File: config.mk
export PLATFORM = sky130hd
export DESIGN_NAME = pwm_ramp_sequencer
export DESIGN_NICKNAME = d
export VERILOG_FILES = /design/src/rtl/pwm_ramp_sequencer.sv
export SDC_FILE = /design/constraint.sdc
export NUM_CORES = 1
export LEC_CHECK = 0
export BUFFER_PORTS_ARGS = -buffer_cell sky130_fd_sc_hd__buf_4
export CAP_MARGIN = 20
export CORE_UTILIZATION = 40
export DETAILED_ROUTE_END_ITERATION = 12
export HOLD_SLACK_MARGIN = 0.03
export SYNTH_ARGS = -nofsm -noshare
export SYNTH_HDL_FRONTEND = slang
export SYNTH_SLANG_ARGS = --single-unit
File: constraint.sdc
create_clock -name clk -period 8.8 [get_ports clk]
set_input_delay 1.76 -clock clk [delete_from_list [all_inputs] [get_ports clk]]
set_output_delay 1.76 -clock clk [all_outputs]
set_load 0.03 [all_outputs]
File: src/rtl/pwm_ramp_sequencer.sv
// pwm_ramp_sequencer: PWM configuration register bank with a duty-cycle ramp engine
//   clk, rst                          : clock, synchronous active-high reset
//   host_wr_valid/addr/data           : single-cycle byte write from the SPI host
//   en_reg_out_*, en_reg_pwm_*        : output / PWM-mode enables
//   pwm_duty_cycle                    : current duty, shared by host writes and the ramp
//   ramp_busy, ramp_done              : ramp active / non-bounce target-reached pulse
//   SEQ_READBACK_EN (macro)           : adds host_rd_addr / registered host_rd_data
module pwm_ramp_sequencer #(
   parameter int TICK_DIV = 1000,
   parameter int TICK_W   = 10
) (
   input  logic       clk,
   input  logic       rst,
   input  logic       host_wr_valid,
   input  logic [2:0] host_wr_addr,
   input  logic [7:0] host_wr_data,
`ifdef SEQ_READBACK_EN
   input  logic [2:0] host_rd_addr,
   output logic [7:0] host_rd_data,
`endif
   output logic [7:0] en_reg_out_7_0,
   output logic [7:0] en_reg_out_15_8,
   output logic [7:0] en_reg_pwm_7_0,
   output logic [7:0] en_reg_pwm_15_8,
   output logic [7:0] pwm_duty_cycle,
   output logic       ramp_busy,
   output logic       ramp_done
);
   typedef enum logic {IDLE, RAMP} state_t;
   state_t state, state_nxt;
   logic [7:0] target, step, origin, eff, diff, duty_step;
   logic [TICK_W-1:0] tick;
   logic bounce, done_nxt;
   logic wr_duty, wr_ctrl, start, stop, tick_end, step_evt, reached, at_target;
   assign wr_duty   = host_wr_valid && host_wr_addr == 3'd4;
   assign wr_ctrl   = host_wr_valid && host_wr_addr == 3'd7;
   assign start     = wr_ctrl && host_wr_data[0];
   assign stop      = wr_ctrl && !host_wr_data[0];
   assign tick_end  = tick == TICK_W'(TICK_DIV - 1);
   // a host duty or ctrl write in the same cycle takes precedence over the step
   assign step_evt  = state == RAMP && tick_end && !wr_duty && !wr_ctrl;
   assign eff       = step == 8'd0 ? 8'd1 : step;
   assign diff      = pwm_duty_cycle > target ? pwm_duty_cycle - target : target - pwm_duty_cycle;
   assign duty_step = diff <= eff ? target
                    : pwm_duty_cycle < target ? pwm_duty_cycle + eff : pwm_duty_cycle - eff;
   assign reached   = step_evt && duty_step == target;
   assign at_target = pwm_duty_cycle == target;
   assign ramp_busy = state == RAMP;
   always_comb begin
      state_nxt = state;
      done_nxt  = 1'b0;
      if (wr_duty) state_nxt = IDLE;
      else if (start) begin
         state_nxt = at_target ? IDLE : RAMP;
         done_nxt  = at_target;
      end
      else if (stop) state_nxt = IDLE;
      else if (reached && !bounce) begin
         state_nxt = IDLE;
         done_nxt  = 1'b1;
      end
   end
   always_ff @(posedge clk)
      if (rst) state <= IDLE;
      else state <= state_nxt;
   always_ff @(posedge clk)
      if (rst) begin
         {en_reg_out_7_0, en_reg_out_15_8, en_reg_pwm_7_0, en_reg_pwm_15_8} <= '0;
         {pwm_duty_cycle, target, step, origin} <= '0;
         bounce    <= 1'b0;
         ramp_done <= 1'b0;
         tick      <= '0;
      end else begin
         ramp_done <= done_nxt;
         tick      <= (start || state_nxt != RAMP || tick_end) ? '0 : tick + TICK_W'(1);
         if (host_wr_valid && host_wr_addr == 3'd0) en_reg_out_7_0  <= host_wr_data;
         if (host_wr_valid && host_wr_addr == 3'd1) en_reg_out_15_8 <= host_wr_data;
         if (host_wr_valid && host_wr_addr == 3'd2) en_reg_pwm_7_0  <= host_wr_data;
         if (host_wr_valid && host_wr_addr == 3'd3) en_reg_pwm_15_8 <= host_wr_data;
         if (host_wr_valid && host_wr_addr == 3'd6) step <= host_wr_data;
         pwm_duty_cycle <= wr_duty ? host_wr_data : step_evt ? duty_step : pwm_duty_cycle;
         // bounce reverses direction by swapping the endpoints
         target <= (host_wr_valid && host_wr_addr == 3'd5) ? host_wr_data
                 : (reached && bounce) ? origin : target;
         origin <= start ? pwm_duty_cycle : (reached && bounce) ? target : origin;
         bounce <= start ? host_wr_data[1] : bounce;
      end
`ifdef SEQ_READBACK_EN
   always_ff @(posedge clk)
      if (rst) host_rd_data <= '0;
      else
         case (host_rd_addr)
            3'd0:    host_rd_data <= en_reg_out_7_0;
            3'd1:    host_rd_data <= en_reg_out_15_8;
            3'd2:    host_rd_data <= en_reg_pwm_7_0;
            3'd3:    host_rd_data <= en_reg_pwm_15_8;
            3'd4:    host_rd_data <= pwm_duty_cycle;
            3'd5:    host_rd_data <= target;
            3'd6:    host_rd_data <= step;
            default: host_rd_data <= {5'b0, ramp_busy, bounce, ramp_busy};
         endcase
`endif
endmodule

**After elaboration in Yosys (flattened, before gate mapping)**

Cells that the tools add are included.

- Reduce and logical (&&, ||, !) cells: 29
- Equality and inequality tests: 10
- Add/subtract/negate cells: 5
- Bitwise operators: 1
- Multiplexer cells: 18
- Magnitude comparators: 3

Operators by type and width:

| kind | number |
|---|---|
| 8-bit two-way mux | 10 |
| 8-bit subtractor | 3 |
| 8-bit equality test | 2 |
| 1-bit logical AND | 16 |
| 3-bit equality test (second input constant) | 4 |
| 10-bit by 1-bit adder with 10-bit output (second input constant) | 1 |
| 10-bit equality test (second input constant) | 1 |
| 8-bit adder | 1 |
| 8-bit greater-than comparator | 1 |
| 8-bit <= comparator | 1 |
| 8-bit logical NOT | 1 |
| 8-bit < comparator | 1 |
| 1-bit two-way mux | 8 |
| 3-bit by 2-bit equality test with 1-bit output (second input constant) | 2 |
| 2-bit nonzero test | 3 |
| 1-bit logical NOT | 4 |
| 2-bit OR reduction | 2 |
| 3-bit by 1-bit equality test with 1-bit output (second input constant) | 1 |
| 3-bit logical NOT | 1 |
| 1-bit logical OR | 2 |
| 1-bit NOT | 1 |

- Input port bits: 14
- Output and inout bits: 42
- Logic and storage cells: 78
- Register bits after elaboration: 77

**Longest topological paths before layout**

- Depth in word-level cells: 16
- Depth in mapped cells: 21
- Gate-level depth less buffers: 20

**Worst setup path before layout**

OpenSTA, ideal clock, no wires.

- Path type: register to register
- Start point: register pwm_duty_cycle[5]
- End point: register origin[6]
- Required time: 8.705 ns
- Slack: 3.890 ns
- Period minus slack after synthesis: 4.910 ns
- Cell stages (with the launch flop): 19
- Library setup time: 0.095 ns
- Data arrival time: 4.814 ns
- Cell sequence: dfxtp_1 -> inv_1 -> ha_1 -> a211o_1 -> a21oi_1 -> a21oi_1 -> mux2i_1 -> a221o_1 -> a31oi_1 -> o221ai_1 -> xor2_1 -> ha_1 -> and4_1 -> and2_1 -> a31oi_1 -> o21a_1 -> clkbuf_1 -> o21ai_0 -> a221oi_1

- Word-level cells in the longest chain between the ends: 8
- Elaborated cells between the ends (all ways): 14
- Classes of those cells: add/sub (4); order compare (3); eq/ne (1); mux (3); reduce/logical (3)

Ends and longest elaborated chain:

| element | RTL line | source |
|---|---|---|
| start, declared | 25 | `output logic [7:0] pwm_duty_cycle,` |
| start signal, assigned | 81 | `pwm_duty_cycle <= wr_duty ? host_wr_data : step_evt ? duty_step : pwm_duty_cycle;` |
| 8-bit subtractor / 8-bit greater-than comparator (equally long branches) | 43 | `assign diff = pwm_duty_cycle > target ? pwm_duty_cycle - target : target - pwm_duty_cycle;` |
| 8-bit two-way mux | 43 |  |
| 8-bit <= comparator | 44 | `assign duty_step = diff <= eff ? target` |
| 8-bit two-way mux (*) | 44 |  |
| 8-bit equality test (*) | 46 | `assign reached = step_evt && duty_step == target;` |
| 1-bit logical AND (*) | 46 |  |
| 1-bit logical AND (*) | 85 | `origin <= start ? pwm_duty_cycle : (reached && bounce) ? target : origin;` |
| 2-bit nonzero test (no source line) (*) | -- |  |
| end signal, assigned | 85 |  |
| end, declared | 31 | `logic [7:0] target, step, origin, eff, diff, duty_step;` |

Every way passes the cells marked *; elsewhere a longest branch is shown, timed or not.
A chain may end at the register's enable or synchronous reset.

**Worst setup path in the final report**

- Start point: register pwm_duty_cycle[0]
- End point: register origin[6]

The elaborated chain is that of the path after synthesis.

==> results.ini <==
[outcome]
run_status=finished, final reports clean

[worst_hold_path]
min_to=tick[0]$_SDFF_PP0_
number_of_instances_on_the_worst_hold_path=1
hold_start=tick[0]$_SDFF_PP0_
worst_hold_path_type=flop to flop

[clock_network]
cts_setup_buffers=0
max_buffers_root_to_sink=2
ctsHtreeMaxLevel=3
clk-insertion-delay-late_ns=0.33
cts_tree=built
cts_num_sinks=77
num_cts_buffers=9
cts_hold_repair.buffers=0
clock_input_transition_at_the_sequential_cells_of_the_worst_setup_and_hold_paths_ns=0.06
clock-root-buffer=clkbuf_16
cts-resized-gates=0

[pwr]
peakVddDrop_v=0.000145
powerDensity_nw_per_um2=197
cellLeakagePower_nw=2.11

[sta]
tightest_slew_ns=0.842
final.min_clock_period_ns=5.33
finalSetupViolCount=0
grt_setup_unrepaired=no
timing_max_transition_violations_final=0
finalClockSkew_ns=0.0120
timing.fmax_ghz=0.188
period_share_pct=60.5
setup_tns_ns=0
finalHoldViolations=0
worst_slew_margin_rel_pct=43.4

[finish]
num-fill-cells=1152
layout.nets=699
multi_input_comb_area_um2=2940
layout-area-overhead-vs-synth_pct=18.4
antenna_cells_inserted=0
post_layout_nonfiller_instances=798
drive_above_1_share_pct=12.7
share_of_the_core_filled_with_cells_pct=48.7
seq_area_um2=1540

[flow_run]
max_cap_violations=0

[critical_path]
critPathLaunchType=flop
crit-reg2reg-capture=origin[6]$_SDFFE_PP0P_
critPathCaptureType=flop
critical_path_required_ns=9.02
critical_path_arrival_ns=5.55
reg2reg_from=pwm_duty_cycle[0]$_SDFFE_PP0P_
worstSetupPathType=flop to flop
critPathMaxFanout=19
r2r_cells=20
timing.critical_path.from=pwm_duty_cycle[0]$_SDFFE_PP0P_
ff2ff_setup_slack_ns=3.47

[detailed_routing]
route.detailed.vias_per_inst=5.65
via_count=4505
drt_pass1_iterations=6
drt_total_wl_um=13600
first_iter_violations=327
routedWlPerCell_um=17.0
post-route-drc-count=0
antenna_left=0

[placed_design]
place.gp.congestion=0.928
portBuffers=55
placed_cells=782
place.detailed.hpwl_um=10100

[synth]
portion_of_the_post_synthesis_area_used_by_sequential_elements_pct=32.9
syn-cell-area_um2=4690
syn_inst=605
yosysWarningCount=0
synth_top_area_share_pct=32.9
synth_top_cells_by_area=dfxtp_1 33%, nand2_1 9.5%, ha_1 8.5%, a21oi_1 6.9%, nor2_1 3.8%
synthMostInstantiatedCell=nand2_1
asyncSetResetFlopFracSynth_pct=0
ys_types=53
synth-edff-count=0
synth.avg_cell_area_um2=7.75
post_synth_most_frequent_cells=119 x nand2_1, 77 x dfxtp_1, 65 x a21oi_1
synth_seq_cells=77
synth_flop_cell=dfxtp_1
synth_nets=654
post-synth-top-area-cell=dfxtp_1

[grt]
grt_antenna_before_repair=0
via_count_of_the_first_global_routing_pass=4129
grt_usage_pct=23.1
wire_length_of_the_first_global_routing_pass_um=21300
global_route.overflow_total=0
pin_count_of_the_biggest_net_entering_global_routing=67

[floorplanning]
effective_utilization_at_floorplan_pct=41.1
top_level_ports=56
floorplan.die_area_um2=12200
dieHeight_um=110
core.rowCount=39
floorplan.core_area_um2=11400
die_w_um=110

## worst max-delay path: stages, from the launching register on
cell	delay, ns
dfxtp_1	0.45
inv_1	0.18
ha_1	0.23
inv_1	0.08
fa_1	0.20
nand3_1	0.09
a21o_1	0.25
a21oi_1	0.53
mux2i_1	0.16
a221o_1	0.36
a31oi_1	0.30
o221ai_1	0.17
xor2_1	0.18
ha_1	0.30
and4_1	0.23
o211ai_1	0.11
a31oi_1	0.14
buf_4	0.29
o21a_1	0.46
o21ai_0	0.16
a221oi_1	0.31
## layout make-up
type,instances,share of cell area (%)
Inverter,31,2.09
Timing Repair Buffer,58,7.84
Tap cell,143,3.22
Clock inverter,6,2.09
Multi-Input combinational cell,473,52.9
Sequential cell,77,27.7
Clock buffer,10,4.12
## worst max path at each step
stage                              to  slack (ns)  cells after the start
6_report       origin[6]$_SDFFE_PP0P_        3.47                     20
2_1_floorplan  origin[6]$_SDFFE_PP0P_        3.89                     18
5_1_grt        origin[4]$_SDFFE_PP0P_        3.19                     20
3_3_place_gp   origin[6]$_SDFFE_PP0P_        3.53                     20
4_1_cts        origin[6]$_SDFFE_PP0P_        3.57                     20
3_5_place_dp   origin[6]$_SDFFE_PP0P_        3.60                     20
## sequential cells by signal (all words and copies together) (netlist names)
signal,count
en_reg_pwm_15_8,8
en_reg_out_7_0,8
ramp_done,1
ramp_busy,1
en_reg_pwm_7_0,8
pwm_duty_cycle,8
bounce,1
step,8
en_reg_out_15_8,8
target,8
origin,8
tick,10
## cell families after synthesis
logic type | Yosys count | share of synthesized area, %
AOI/OAI and AO/OA | 160 | 21.8
xor gates and xnor gates | 29 | 6.16
adders and majority gates | 35 | 9.82
buffers and inverters | 55 | 4.64
DFF | 77 | 32.9
muxes | 9 | 1.95
and+or+nand+nor | 240 | 22.8
## routing by layer
| metal | GRT usage, % | up-vias | share of wire, % |
|---|---|---|---|
| met5 | 0 | - | 0 |
| met4 | 6.58 | 0 | 1.6 |
| met2 | 36.1 | 151 | 46 |
| met1 | 32.2 | 2122 | 46 |
| li1 | - | 2217 | - |
| met3 | 4.35 | 15 | 6.0 |
## cells in the final DEF (no fill, tap or decap), types with 9 or more instances in the layout
master     instances
a21oi_1           65
a311oi_1          12
a31oi_1           10
buf_4             58
clkbuf_16          9
dfxtp_1           77
ha_1              32
inv_1             31
nand2_1          119
nand3_1           23
nor2_1            48
o211ai_1          10
o21ai_0           22
xnor2_1           18
## stage by stage
| stage | power [W] | worst slack, ns | hold WS, ns | instance area [um2] |
|---|---|---|---|---|
| 6_report | 0.00110 | 3.47 | 0.451 | 5560 |
| 4_1_cts | 0.00110 | 3.57 | 0.451 | 5560 |
| 2_1_floorplan | 0.000596 | 3.89 | 0.418 | 4690 |
| 3_3_place_gp | 0.000667 | 3.53 | 0.430 | 5210 |
| 5_1_grt | 0.00115 | 3.19 | 0.462 | 5560 |
| 3_5_place_dp | 0.000671 | 3.60 | 0.442 | 5210 |
## report_power, final
group	internal [W]	leakage, nW	switching (W)
logic	0.000113	1.32	0.000193
clock network	0.000280	0.168	0.000148
registers	0.000356	0.623	0.00000775
(Power assumes the default switching activity.)
